--- src/rtl/serial_subtractor_if.sv ---
// Handshake and operand bus for the bit-serial subtractor.
// The master drives the request side; the slave (the subtractor) returns status and result.
interface serial_subtractor_if #(
   parameter int N = 4
);
   logic         start;
   logic [N-1:0] a;
   logic [N-1:0] b;
   logic         bin;
   logic         enable;
   logic         busy;
   logic         done;
   logic [N-1:0] diff;
   logic         bout;

   modport master (
      output start, a, b, bin, enable,
      input  busy, done, diff, bout
   );

   modport slave (
      input  start, a, b, bin, enable,
      output busy, done, diff, bout
   );
endinterface

--- src/rtl/serial_subtractor.sv ---
// Bit-serial N-bit subtractor: diff = a - b - bin, one bit per enabled clock, LSB first.
// Operands are captured on an accepted start; the final borrow flags unsigned underflow.
// diff/bout hold their last completed value until the next completion or reset.
module serial_subtractor #(
   parameter int N = 4
) (
   input logic               clk,
   input logic               rst_n,
   serial_subtractor_if.slave bus
);

   localparam int CW = (N > 1) ? $clog2(N) : 1;

   typedef enum logic [1:0] {
      IDLE = 2'd0,
      RUN  = 2'd1,
      DONE = 2'd2
   } state_t;

   state_t        state_r;
   state_t        state_nx_s;
   logic [N-1:0]  a_sh_r;
   logic [N-1:0]  a_sh_nx_s;
   logic [N-1:0]  b_sh_r;
   logic [N-1:0]  b_sh_nx_s;
   logic [N-1:0]  res_r;
   logic [N-1:0]  res_nx_s;
   logic [N-1:0]  res_shift_s;
   logic [N-1:0]  diff_r;
   logic [N-1:0]  diff_nx_s;
   logic [CW-1:0] cnt_r;
   logic [CW-1:0] cnt_nx_s;
   logic          br_r;
   logic          br_nx_s;
   logic          bout_r;
   logic          bout_nx_s;
   logic          busy_r;
   logic          busy_nx_s;
   logic          done_r;
   logic          done_nx_s;
   logic          d_s;
   logic          br_next_s;
   logic          accept_s;

   // One-bit full-subtractor slice on the current LSBs and the result shifted in from the MSB end
   always_comb begin
      d_s              = a_sh_r[0] ^ b_sh_r[0] ^ br_r;
      br_next_s        = (~a_sh_r[0] & b_sh_r[0]) | (~(a_sh_r[0] ^ b_sh_r[0]) & br_r);
      res_shift_s      = res_r >> 1'b1;
      res_shift_s[N-1] = d_s;
   end

   // Next-state, datapath and registered-output decode
   always_comb begin
      state_nx_s = state_r;
      a_sh_nx_s  = a_sh_r;
      b_sh_nx_s  = b_sh_r;
      res_nx_s   = res_r;
      cnt_nx_s   = cnt_r;
      br_nx_s    = br_r;
      diff_nx_s  = diff_r;
      bout_nx_s  = bout_r;
      busy_nx_s  = 1'b0;
      done_nx_s  = 1'b0;
      accept_s   = 1'b0;

      case (state_r)
         IDLE: begin
            if (bus.start) begin
               accept_s = 1'b1;
            end else begin
               state_nx_s = IDLE;
            end
         end
         RUN: begin
            busy_nx_s = 1'b1;
            if (bus.enable) begin
               a_sh_nx_s = a_sh_r >> 1'b1;
               b_sh_nx_s = b_sh_r >> 1'b1;
               res_nx_s  = res_shift_s;
               br_nx_s   = br_next_s;
               cnt_nx_s  = cnt_r + CW'(1);
               if (cnt_r == CW'(N - 1)) begin
                  // Last bit: publish the completed result and the final borrow
                  diff_nx_s  = res_shift_s;
                  bout_nx_s  = br_next_s;
                  done_nx_s  = 1'b1;
                  busy_nx_s  = 1'b0;
                  state_nx_s = DONE;
               end else begin
                  state_nx_s = RUN;
               end
            end else begin
               // Stall: every register holds
               state_nx_s = RUN;
            end
         end
         DONE: begin
            if (bus.start) begin
               accept_s = 1'b1;
            end else begin
               state_nx_s = IDLE;
            end
         end
         default: begin
            state_nx_s = IDLE;
         end
      endcase

      if (accept_s) begin
         // Capture operands; diff/bout deliberately untouched until completion
         a_sh_nx_s  = bus.a;
         b_sh_nx_s  = bus.b;
         br_nx_s    = bus.bin;
         res_nx_s   = '0;
         cnt_nx_s   = '0;
         busy_nx_s  = 1'b1;
         state_nx_s = RUN;
      end else begin
         accept_s = 1'b0;
      end
   end

   // State and datapath registers with synchronous active-low reset
   always_ff @(posedge clk) begin
      if (!rst_n) begin
         state_r <= IDLE;
         a_sh_r  <= '0;
         b_sh_r  <= '0;
         res_r   <= '0;
         cnt_r   <= '0;
         br_r    <= 1'b0;
         diff_r  <= '0;
         bout_r  <= 1'b0;
         busy_r  <= 1'b0;
         done_r  <= 1'b0;
      end else begin
         state_r <= state_nx_s;
         a_sh_r  <= a_sh_nx_s;
         b_sh_r  <= b_sh_nx_s;
         res_r   <= res_nx_s;
         cnt_r   <= cnt_nx_s;
         br_r    <= br_nx_s;
         diff_r  <= diff_nx_s;
         bout_r  <= bout_nx_s;
         busy_r  <= busy_nx_s;
         done_r  <= done_nx_s;
      end
   end

   assign bus.busy = busy_r;
   assign bus.done = done_r;
   assign bus.diff = diff_r;
   assign bus.bout = bout_r;

endmodule
--- src/flat_wrapper.sv ---
// flat-port wrapper written by rule: the top's interface ports become plain ports
module serial_subtractor_flat 
#(
   parameter int N = 4
)
  (clk, rst_n, bus_start, bus_a, bus_b, bus_bin, bus_enable, bus_busy, bus_done, bus_diff, bus_bout);
  serial_subtractor_if #(.N(N)) bus_i ();
  input logic clk;
  input logic rst_n;
  input wire logic [$bits(bus_i.start)-1:0] bus_start;
  input wire logic [$bits(bus_i.a)-1:0] bus_a;
  input wire logic [$bits(bus_i.b)-1:0] bus_b;
  input wire logic [$bits(bus_i.bin)-1:0] bus_bin;
  input wire logic [$bits(bus_i.enable)-1:0] bus_enable;
  output wire logic [$bits(bus_i.busy)-1:0] bus_busy;
  output wire logic [$bits(bus_i.done)-1:0] bus_done;
  output wire logic [$bits(bus_i.diff)-1:0] bus_diff;
  output wire logic [$bits(bus_i.bout)-1:0] bus_bout;
  assign bus_i.start = bus_start;
  assign bus_i.a = bus_a;
  assign bus_i.b = bus_b;
  assign bus_i.bin = bus_bin;
  assign bus_i.enable = bus_enable;
  assign bus_busy = bus_i.busy;
  assign bus_done = bus_i.done;
  assign bus_diff = bus_i.diff;
  assign bus_bout = bus_i.bout;
  serial_subtractor #(.N(N)) u_core (.clk(clk), .rst_n(rst_n), .bus(bus_i));
endmodule
--- config.mk ---
export PLATFORM = sky130hd
export DESIGN_NAME = serial_subtractor_flat
export DESIGN_NICKNAME = d
export VERILOG_FILES = /design/src/rtl/serial_subtractor_if.sv /design/src/rtl/serial_subtractor.sv /design/src/flat_wrapper.sv
export SDC_FILE = /design/constraint.sdc
export NUM_CORES = 1
export LEC_CHECK = 0
export ABC_AREA = 1
export BUFFER_PORTS_ARGS = -buffer_cell sky130_fd_sc_hd__buf_2
export CAP_MARGIN = 30
export CORE_AREA = 2 2 49 51
export CTS_CLUSTER_DIAMETER = 30
export DETAILED_ROUTE_END_ITERATION = 8
export DIE_AREA = 0 0 51 53
export PLACE_DENSITY = 0.67
export SLEW_MARGIN = 20
export SYNTH_ARGS = -nofsm -noshare
export SYNTH_HDL_FRONTEND = slang
export SYNTH_SLANG_ARGS = --single-unit
--- constraint.sdc ---
create_clock -name clk -period 3.54 [get_ports clk]
set_input_delay 0.885 -clock clk [delete_from_list [all_inputs] [get_ports clk]]
set_output_delay 0.885 -clock clk [all_outputs]
set_load 0.02 [all_outputs]
==> key figures <==
Critical path
  – Setup crit end: bus_busy
  – Reg2reg path depth: 5
  – FF-to-FF End: u_core.a_sh_r[2]
  – Crit. Startpoint: u_core.state_r[0]
  – CP startpoint kind: flip-flop
  – Critical path cell sequence: buf_2
  – Critical path type: flip-flop to primary output
  – Worst r2r src: u_core.state_r[0]
  – CP Depth: 1
  – Critical-path maximum fanout: 3
  – Critical path buffers and inverters: 1
  – Max incr delay on CP: a little under 0.4 ns
  – CP endpoint kind: primary output
  – Internal reg-to-reg setup slack: 2.02 ns
  – Crit path required time: between 2 and 3 ns
  – Crit path max-delay family: flip-flops
  – Slowest-stage cell, CP: dfxtp_1
  – CP arrival: roughly 0.87 ns

Global route
  – Global route overflow: 0
  – Global-route wire length before repair: ~3000 microns
  – Initial antenna violation count: 0
  – Largest net degree at the start of global routing: 21
  – Gr usage total: between 10% and 20%
  – Vias in the first global route: 755

Floorplan
  – Starting density of the core: roughly 45%
  – I/O pin cnt: 20
  – DIE AREA: around 2700 sq um
  – Core Footprint: approximately 2100 sq um
  – Die Y: ~53 microns
  – # rows: 17
  – Die Wd: around 51 microns

Synthesis
  – Net count after synthesis: approximately 150
  – Post-synthesis cell type count: 19
  – Post-synthesis sequential area ratio: ~46%
  – Post-Syn Area: between 900 and 1000 sq um
  – Yosys top cell area share: between 40% and 50%
  – Synthesized flop and latch total: 22
  – Ranking of synthesized cells by area: dfxtp_1, nand2_1, nand3_1
  – Post-synthesis instance total: 130
  – Ys Warns: 0
  – Syn_area_per_cell: 7.430 sq um
  – Largest area contributor in the netlist: dfxtp_1

Pwr
  – Lkg Pwr: about 0.47 nW
  – Pwr Density: between 400 and 500 nW/um^2
  – Worst vdd ir: 0.2037 mV

Timing
  – Final Worst Setup Slack: 1.787 ns
  – Slew HR: 59.62%
  – Final worst-path cycle share: 49.51%
  – Max-slew violations: 0
  – Final Hold Violating Endpoints: 0
  – Final worst path period need: ~1.8 ns
  – Clk_skew: a little over 0.001 ns
  – Setup violators final: 0
  – Worst slew pin tran: 0.6043 ns
  – RSZ-0062 raised after global routing: false
  – TNS Setup: 0 ns
  – Fmax: about 570 MHz

Clock network
  – Worst-path clk slew: ~0.12 ns
  – TritonCTS Buffers: 3
  – CTS Buffer Depth: 2
  – Number of setup buffers added after CTS: 0
  – CTS tree: yes
  – CTS Root Cell: clkbuf_4
  – Post-cts hold buffer count: 0
  – Clk sinks: 22
  – PostCTS Resize Cnt: 0
  – H-tree level count: 1
  – Latest clock arrival within the worst-skew pair: 0.30 ns

Finish
  – Synth-to-Final Area Change: 13.47%
  – Final net count: ~160
  – Fin area: ~1100 sq um
  – N_diodes: 0
  – Fillers: around 240
  – Layout cells sized above 1: approximately a fifth

Route
  – Post-Route WL: 1806 microns
  – Via Count: 870
  – Mean number of vias per cell: ~5.0
  – Final ANT Viol Nets: 0
  – Total iterations of the first detailed-routing run: 4
  – DR iter-0 viols: 17
  – Wirelength per Cell: between 10 and 15 microns
  – DRC: 0

Status
  – Status: complete, no violations

Placement
  – Buffers added on ports: 19
  – Area after DPL: ~1100 sq um
  – Pre-CTS WS: around 1.5 ns
  – GPL Wtd Cong: between 0.8 and 0.9
  – Final HPWL DP: between 1000 and 1500 microns

Flow run
  – Max Cap Violations: 0

Worst hold path
  – Worst hold path type: flip-flop to flip-flop
## routing by layer
layer	part of all wire, %	global-route usage [%]	vias to the layer above
met5	0	0	-
met4	0.89	8.108	0
met3	5.5	2.825	2
met2	48	25.76	19
met1	45	17.45	389
li1	-	-	460
## worst min path at each step
stage | from | end | cells past startpoint
floorplan | u_core.res_r[1] | u_core.res_r[1] | 2
global placement | u_core.bus.diff[2] | u_core.bus.diff[2] | 2
detailed placement | u_core.bus.diff[3] | u_core.bus.diff[3] | 2
CTS | u_core.bus.diff[3] | u_core.bus.diff[3] | 2
global route | u_core.bus.diff[2] | u_core.bus.diff[2] | 2
finish | u_core.bus.diff[3] | u_core.bus.diff[3] | 2
## layout by cell type (no fill, tap or decap)
master / count
a21oi_1: 15
inv_2: 2
nand2_2: 2
fa_1: 1
clkbuf_8: 1
buf_2: 19
ha_1: 1
inv_1: 6
nor2_1: 4
nand3_1: 23
nor3_4: 1
nor2_2: 1
or2_1: 1
clkbuf_4: 3
nand3_2: 1
o21ai_0: 3
dfxtp_1: 22
nand2_1: 38
nor4_1: 2
## worst register-to-register path: stages (launching register included)
cell	delay, ns
dfxtp_1	0.35
inv_2	0.19
nand2_1	0.42
nand2_2	0.29
nand2_1	0.09
a21oi_1	0.12
## metrics by stage
stage	hold slack [ns]	util, %	instances	power, mW
6_report	0.4633	51.02	174	0.4504
5_1_grt	0.4980	51.02	174	0.4742
4_1_cts	0.4684	51.02	174	0.4564
3_5_place_dp	0.4516	49.33	170	0.3209
3_3_place_gp	0.4418	49.33	170	0.3199
2_1_floorplan	0.4436	-	130	0.3071
## cells in the mapped netlist (all sizes together)
| master | n |
|---|---|
| nor4 | 2 |
| dfxtp | 22 |
| nor2 | 5 |
| clkbuf | 1 |
| ha | 1 |
| nand2 | 40 |
| or2 | 1 |
| nand3 | 24 |
| fa | 1 |
| a21oi | 15 |
| o21ai | 3 |
| inv | 8 |
| buf | 6 |
| nor3 | 1 |
## registers in the layout (all words and copies together) (netlist names)
name             flops
u_core.a_sh_r        4
u_core.bus.diff      4
u_core.br_r          1
u_core.b_sh_r        4
u_core.res_r         3
u_core.state_r       2
u_core.bus.done      1
u_core.cnt_r         2
u_core.bus.bout      1
## area by class of cell
type / count / area (sq um) / area share, %
Inverter: 8 / 30.03 / 2.740
Tap cell: 28 / 35.03 / 3.196
Sequential cell: 22 / 440.4 / 40.18
Multi-Input combinational cell: 93 / 459.2 / 41.89
Clock buffer: 4 / 36.28 / 3.311
Timing Repair Buffer: 19 / 95.09 / 8.676
## cells by family (layout without fill, tap and decap cells)
family | count (synthesis) | after routing | share of synthesized area (%)
AOI/OAI and AO/OA | 18 | 18 | 9.326
adders and majority gates | 2 | 2 | 3.368
buffers and inverters | 15 | 31 | 6.865
DFF | 22 | 22 | 45.60
and+or+nand+nor | 73 | 73 | 34.85
## power by group
| group | internal (mW) | switching [mW] | total [mW] |
|---|---|---|---|
| Combinational | 0.0191 | 0.0364 | 0.0555 |
| Sequential | 0.255 | 0.00443 | 0.260 |
| Clock | 0.0627 | 0.0727 | 0.135 |
(Power assumes the default switching activity.)
